<file path="src/rtl/dcache_blocking_mem_arb.sv">
// -----------------------------------------------------------------------------
// dcache_blocking_mem_arb
//
// Shares one line-granularity memory port between N_REQ blocking requesters.
// Commands are granted one at a time in round-robin order. The port stays
// owned until the transaction ends:
//   - a writeback ends on its last write-data beat;
//   - a fill ends on its last memory response beat.
// The owner's write beats are forwarded to memory. Memory response beats are
// steered back to the owner only. Every output is registered.
//
// Ports
//   clk, rst_n              clock, asynchronous active-low reset
//   req_valid/wrbk/addr     per-requester command; valid is held until granted
//   req_dat_valid/sop/eop   per-requester write-data beat
//   req_dat                 per-requester write-data beat payload
//   req_gnt_r               one-hot, single-cycle grant pulse
//   rsp_valid_r             one-hot response beat valid (owner only)
//   rsp_sop_r/eop_r/dat_r   response beat, broadcast to all requesters
//   mem_valid_r/wrbk_r/addr_r            command to memory (one cycle)
//   mem_dat_valid_r/sop_r/eop_r/dat_r    write beat to memory
//   mem_rsp_valid/sop/eop/dat            response beat from memory
//   arb_busy_r              a transaction is in progress
//   protocol_err_r          sticky protocol error flag
// -----------------------------------------------------------------------------
module dcache_blocking_mem_arb #(
  parameter int N_REQ  = 2,
  parameter int ADDR_W = 32,
  parameter int DAT_W  = 128,
  parameter int BEATS  = 4
) (
  input  logic                      clk,
  input  logic                      rst_n,
  input  logic [N_REQ-1:0]          req_valid,
  input  logic [N_REQ-1:0]          req_wrbk,
  input  logic [N_REQ*ADDR_W-1:0]   req_addr,
  input  logic [N_REQ-1:0]          req_dat_valid,
  input  logic [N_REQ-1:0]          req_sop,
  input  logic [N_REQ-1:0]          req_eop,
  input  logic [N_REQ*DAT_W-1:0]    req_dat,
  output logic [N_REQ-1:0]          req_gnt_r,
  output logic [N_REQ-1:0]          rsp_valid_r,
  output logic                      rsp_sop_r,
  output logic                      rsp_eop_r,
  output logic [DAT_W-1:0]          rsp_dat_r,
  output logic                      mem_valid_r,
  output logic                      mem_wrbk_r,
  output logic [ADDR_W-1:0]         mem_addr_r,
  output logic                      mem_dat_valid_r,
  output logic                      mem_sop_r,
  output logic                      mem_eop_r,
  output logic [DAT_W-1:0]          mem_dat_r,
  input  logic                      mem_rsp_valid,
  input  logic                      mem_rsp_sop,
  input  logic                      mem_rsp_eop,
  input  logic [DAT_W-1:0]          mem_rsp_dat,
  output logic                      arb_busy_r,
  output logic                      protocol_err_r
);

  localparam int OW = (N_REQ > 1) ? $clog2(N_REQ) : 1;
  localparam int CW = $clog2(BEATS);
  localparam logic [CW-1:0] CNT_LAST = CW'(BEATS - 1);
  localparam logic [N_REQ-1:0] ONE   = N_REQ'(1);

  typedef enum logic [1:0] {IDLE, WRBK, FILL} state_e;

  state_e             state_q, state_d;
  logic [OW-1:0]      owner_q, owner_d;
  logic [OW-1:0]      last_q, last_d;
  logic [CW-1:0]      cnt_q, cnt_d;
  logic               err_q, err_d;

  logic [N_REQ-1:0]   gnt_q, gnt_d;
  logic [N_REQ-1:0]   rsp_valid_q, rsp_valid_d;
  logic               rsp_sop_q, rsp_sop_d, rsp_eop_q, rsp_eop_d;
  logic [DAT_W-1:0]   rsp_dat_q, rsp_dat_d;
  logic               mem_valid_q, mem_valid_d, mem_wrbk_q, mem_wrbk_d;
  logic [ADDR_W-1:0]  mem_addr_q, mem_addr_d;
  logic               mem_dat_valid_q, mem_dat_valid_d;
  logic               mem_sop_q, mem_sop_d, mem_eop_q, mem_eop_d;
  logic [DAT_W-1:0]   mem_dat_q, mem_dat_d;

  // Round-robin winner: scan starting one past the last owner.
  logic               win_found;
  logic [OW-1:0]      win_idx;

  always_comb begin
    win_found = 1'b0;
    win_idx   = '0;
    for (int i = 1; i <= N_REQ; i++) begin
      if (!win_found && req_valid[(int'(last_q) + i) % N_REQ]) begin
        win_found = 1'b1;
        win_idx   = OW'((int'(last_q) + i) % N_REQ);
      end
    end
  end

  // Owner's write-data beat.
  logic [N_REQ-1:0]   owner_oh;
  logic               own_dv, own_sop, own_eop;
  logic [DAT_W-1:0]   own_dat;

  assign owner_oh = ONE << owner_q;
  assign own_dv   = req_dat_valid[owner_q];
  assign own_sop  = req_sop[owner_q];
  assign own_eop  = req_eop[owner_q];
  assign own_dat  = req_dat[int'(owner_q)*DAT_W +: DAT_W];

  // A beat is malformed if eop disagrees with the beat position, or sop is
  // seen anywhere but on the first beat.
  function automatic logic beat_bad(input logic sop, input logic eop,
                                    input logic [CW-1:0] cnt);
    return (eop && cnt != CNT_LAST) || (!eop && cnt == CNT_LAST) ||
           (sop && cnt != '0);
  endfunction

  // NOTE: every signal written here gets a default first, so no path through
  // the case statement can leave one unassigned and infer a latch.
  always_comb begin
    state_d         = state_q;
    owner_d         = owner_q;
    last_d          = last_q;
    cnt_d           = cnt_q;
    err_d           = err_q;
    gnt_d           = '0;
    rsp_valid_d     = '0;
    rsp_sop_d       = 1'b0;
    rsp_eop_d       = 1'b0;
    rsp_dat_d       = '0;
    mem_valid_d     = 1'b0;
    mem_wrbk_d      = 1'b0;
    mem_addr_d      = '0;
    mem_dat_valid_d = 1'b0;
    mem_sop_d       = 1'b0;
    mem_eop_d       = 1'b0;
    mem_dat_d       = '0;

    unique case (state_q)
      IDLE: begin
        if (|req_dat_valid || mem_rsp_valid) err_d = 1'b1;
        if (win_found) begin
          gnt_d       = ONE << win_idx;
          mem_valid_d = 1'b1;
          mem_wrbk_d  = req_wrbk[win_idx];
          mem_addr_d  = req_addr[int'(win_idx)*ADDR_W +: ADDR_W];
          owner_d     = win_idx;
          last_d      = win_idx;
          cnt_d       = '0;
          state_d     = req_wrbk[win_idx] ? WRBK : FILL;
        end
      end

      WRBK: begin
        // Beats from anyone but the owner are dropped.
        if (mem_rsp_valid || |(req_dat_valid & ~owner_oh)) err_d = 1'b1;
        if (own_dv) begin
          mem_dat_valid_d = 1'b1;
          mem_sop_d       = own_sop;
          mem_eop_d       = own_eop;
          mem_dat_d       = own_dat;
          if (beat_bad(own_sop, own_eop, cnt_q)) err_d = 1'b1;
          cnt_d = own_eop ? '0 : cnt_q + CW'(1);
          if (own_eop) state_d = IDLE;
        end
      end

      FILL: begin
        if (|req_dat_valid) err_d = 1'b1;
        if (mem_rsp_valid) begin
          rsp_valid_d = owner_oh;
          rsp_sop_d   = mem_rsp_sop;
          rsp_eop_d   = mem_rsp_eop;
          rsp_dat_d   = mem_rsp_dat;
          if (beat_bad(mem_rsp_sop, mem_rsp_eop, cnt_q)) err_d = 1'b1;
          cnt_d = mem_rsp_eop ? '0 : cnt_q + CW'(1);
          if (mem_rsp_eop) state_d = IDLE;
        end
      end

      default: state_d = IDLE;
    endcase
  end

  // NOTE: sequential state is updated with non-blocking assignments only, so
  // every flop samples the values from before this edge.
  always_ff @(posedge clk or negedge rst_n) begin
    if (!rst_n) begin
      state_q         <= IDLE;
      owner_q         <= '0;
      last_q          <= OW'(N_REQ - 1);  // requester 0 wins first
      cnt_q           <= '0;
      err_q           <= 1'b0;
      gnt_q           <= '0;
      rsp_valid_q     <= '0;
      rsp_sop_q       <= 1'b0;
      rsp_eop_q       <= 1'b0;
      rsp_dat_q       <= '0;
      mem_valid_q     <= 1'b0;
      mem_wrbk_q      <= 1'b0;
      mem_addr_q      <= '0;
      mem_dat_valid_q <= 1'b0;
      mem_sop_q       <= 1'b0;
      mem_eop_q       <= 1'b0;
      mem_dat_q       <= '0;
    end else begin
      state_q         <= state_d;
      owner_q         <= owner_d;
      last_q          <= last_d;
      cnt_q           <= cnt_d;
      err_q           <= err_d;
      gnt_q           <= gnt_d;
      rsp_valid_q     <= rsp_valid_d;
      rsp_sop_q       <= rsp_sop_d;
      rsp_eop_q       <= rsp_eop_d;
      rsp_dat_q       <= rsp_dat_d;
      mem_valid_q     <= mem_valid_d;
      mem_wrbk_q      <= mem_wrbk_d;
      mem_addr_q      <= mem_addr_d;
      mem_dat_valid_q <= mem_dat_valid_d;
      mem_sop_q       <= mem_sop_d;
      mem_eop_q       <= mem_eop_d;
      mem_dat_q       <= mem_dat_d;
    end
  end

  assign req_gnt_r       = gnt_q;
  assign rsp_valid_r     = rsp_valid_q;
  assign rsp_sop_r       = rsp_sop_q;
  assign rsp_eop_r       = rsp_eop_q;
  assign rsp_dat_r       = rsp_dat_q;
  assign mem_valid_r     = mem_valid_q;
  assign mem_wrbk_r      = mem_wrbk_q;
  assign mem_addr_r      = mem_addr_q;
  assign mem_dat_valid_r = mem_dat_valid_q;
  assign mem_sop_r       = mem_sop_q;
  assign mem_eop_r       = mem_eop_q;
  assign mem_dat_r       = mem_dat_q;
  assign arb_busy_r      = (state_q != IDLE);
  assign protocol_err_r  = err_q;

endmodule

</file>
<file path="config.mk">
export PLATFORM = sky130hd
export DESIGN_NAME = dcache_blocking_mem_arb
export DESIGN_NICKNAME = d
export VERILOG_FILES = /design/src/rtl/dcache_blocking_mem_arb.sv
export SDC_FILE = /design/constraint.sdc
export NUM_CORES = 1
export LEC_CHECK = 0
export BUFFER_PORTS_ARGS = -buffer_cell sky130_fd_sc_hd__buf_4
export CORE_AREA = 5 5 296 298
export CTS_CLUSTER_DIAMETER = 120
export DETAILED_ROUTE_END_ITERATION = 10
export DIE_AREA = 0 0 301 303
export PLACE_DENSITY_LB_ADDON = 0.1
export SYNTH_ARGS = -nofsm -noshare
export SYNTH_HDL_FRONTEND = slang
export SYNTH_SLANG_ARGS = --single-unit
</file>
<file path="constraint.sdc">
create_clock -name clk -period 1.6 [get_ports clk]
set_input_delay 0.32 -clock clk [delete_from_list [all_inputs] [get_ports clk]]
set_output_delay 0.32 -clock clk [all_outputs]
set_load 0.01 [all_outputs]
</file>
==> flow_summary.toml <==
[run_status]
status = "finished with violations"
violations = "negative setup slack"

[worst_setup_path]
cp_common_cell = "buf_6"
crit_family = "flip-flops"
path_buf_inv = 4
required_ns = 1.28
arrival_ns = 1.41
cp-start-kind = "flip-flop"
path_cells = "inv_2 > ha_4 > buf_6 > inv_4 > buf_6"
worstSetupPathType = "flip-flop to primary output"
max_stage_delay_ns = 0.38
end_kind = "primary output"
critPathMaxFanout = 2
crit_path_top_delay_cell = "dfrtp_1"

[global_routing]
grt_pass1_wl_um = 84200
grt_pass1_vias = 13000
grt_max_degree = 96
grt_overflow_total = 0
track_usage = 0.123
antenna_found_initial = 3

[synth]
seq_area_frac_synth = 0.672
synthArstFlopShare = 1.00
ys_warn_count = 0
synth_cell_type_count = 33
syn_avg_cell_area_um2 = 12.4
netlist_area_um2 = 11400
synth_nets = 1387
synth_edf_count = 0
synthFlopType = "dfrtp_1"
syn_inst = 918
ys_seq_elements = 306

[floorplanning]
io_pins = 764
fp.dieArea_um2 = 91200
die_h_um = 303
die_x_um = 301
start_util = 0.135
rows = 107
coreArea_um2 = 84600

[cells_and_area]
nets = 2566
drive_above_1_share = 0.442
design_area_um2 = 24500
regArea_um2 = 7660
final_cell_mix = "808 x buf_4, 359 x dlygate4sd3_1, 304 x dfrtp_1"
final_common_cell = "buf_4"
fill_cells = 8931
multi_input_area_um2 = 3500
syn_to_final_growth_pct = 115

[timing]
whs_ns = 0.0407
drv_slew = 0
finalCriticalPeriod_ns = 1.73
worstMarginPinSlew_ns = 0.482
rsz0062_at_grt = "true"
finalSetupViolCount = 1
report.final.hold_viol_count = 0
fin_crit_sh = 1.08
max_freq_ghz = 0.577
clock_skew_ns = 0.0246
setup_tns_ns = -0.133
slew_headroom = 0.679
worst_slack_ns = -0.133

[cts]
cts_max_level = 2
cts_sinks = 306
insertion_delay_ns = 0.56
clkTransAtPathRegs_ns = 0.05
clk_path_buf_depth = 3
tritoncts = "done"
cts_root_buf = "clkbuf_16"
cts_buffers = 42

[detailed_routing]
wl_per_cell_um = 18.5
drc_errors = 0
vias_per_cell = 3.54
vias = 11600
first_iter_violations = 413
ant_nets = 0
wirelength_um = 60400
drt_pass1_iterations = 4

[pwr]
power_w = 0.0302
p_leak_nw = 12.8
p_per_area_nw_per_um2 = 1240
ir_worst_vdd_v = 0.000688

[placed_design]
dp_hpwl_um = 44900
portBuffers = 763
postPlaceCellArea_um2 = 19000
gp_congestion = 0.796

[min_path]
hp-class = "input port to flip-flop"

[run]
maxCapViolCount = 0
-- cells in the mapped netlist (4+ instances only) --
cell type  count  area share
clkbuf_1      39       0.013
ha_1           6      0.0066
mux2i_1      133        0.12
inv_1          8      0.0026
and3_1       131       0.072
nand2_1       70       0.023
a21oi_1       35       0.015
buf_4         10      0.0066
buf_1          4      0.0013
nor2_1       136       0.045
buf_2         15      0.0066
dfrtp_1      305        0.67
-- cells by family after synthesis --
| family | after synthesis | synth area share |
|---|---|---|
| AOI/OAI and AO/OA | 47 | 0.0248 |
| xor gates and xnor gates | 1 | 0.000769 |
| adders and majority gates | 6 | 0.00659 |
| buffers and inverters | 78 | 0.0313 |
| DFF | 306 | 0.672 |
| muxes | 136 | 0.120 |
| and+or+nand+nor | 344 | 0.144 |
-- stage by stage --
stage               setup slack [ns]   util  cells
CTS                           -0.193  0.287   3266
detailed placement           -0.0773  0.224   2818
global route                  -0.221  0.289   3273
global placement             -0.0749  0.224   2818
floorplan                     0.0174      -    918
finish                        -0.133  0.289   3273
-- worst paths after layout --
kind	to	startpoint	cells after the start	slack, ns
max	arb_busy_r	state_q[1]$_DFFE_PN0P_	5	-0.13
min	mem_dat_r[71]$_DFF_PN0_	req_dat[71]	3	0.04
max reg2reg	protocol_err_r$_DFFE_PN0P_	owner_q$_DFFE_PN0P_	6	0
min reg2reg	last_q$_DFFE_PN1P_	last_q$_DFFE_PN1P_	1	0.53
max in group asynchronous	rsp_dat_r[104]$_DFF_PN0_	rst_n	3	0.66
min in group asynchronous	rsp_dat_r[88]$_DFF_PN0_	rst_n	2	0.34
-- report_power, final --
group	switching (W)	internal [W]
clock	0.00369	0.00587
combinational	0.00535	0.00588
sequential	0.000441	0.00898
-- worst min-delay path: cells and delay by family --
family,cells,cell delay [ns]
AND/OR/NAND/NOR,1,0.08
buffers and inverters,1,0.08
multiplexers,1,0.06
-- timing repair --
item | 4_1_cts | 5_1_grt
setup endpoints to repair | 115 | 15
gates cloned | 4 | 2
hold endpoints to repair | 270 | 0
gates resized for setup | 28 | 17
pin swaps | 5 | 4
setup buffers | 12 | 2
hold buffers | 359 | 0
-- routing by layer --
layer  track usage  vias up  part of all wire
li1              -     5430                 -
met1         0.129     5660              0.36
met2         0.233      410              0.54
met5             0        -                 0
met3        0.0384       91             0.074
met4        0.0392        0             0.029
-- state kept, by name (all words and copies together), names as in the netlist, 2 cells and up --
name / count
mem_dat_r: 128
mem_addr_r: 32
rsp_valid_r: 2
state_q: 2
req_gnt_r: 2
cnt_q: 2
rsp_dat_r: 128
-- final cells by class --
cell class              instances  area share
repair buffers               1204       0.425
flip-flops and latches        306       0.313
multi-input cells             534       0.143
well taps                    1144      0.0585
clock buffers                  62      0.0527
clock inverters                11     0.00548
inverters                       9     0.00148
diodes                          3    0.000307
(Power assumes the default switching activity.)
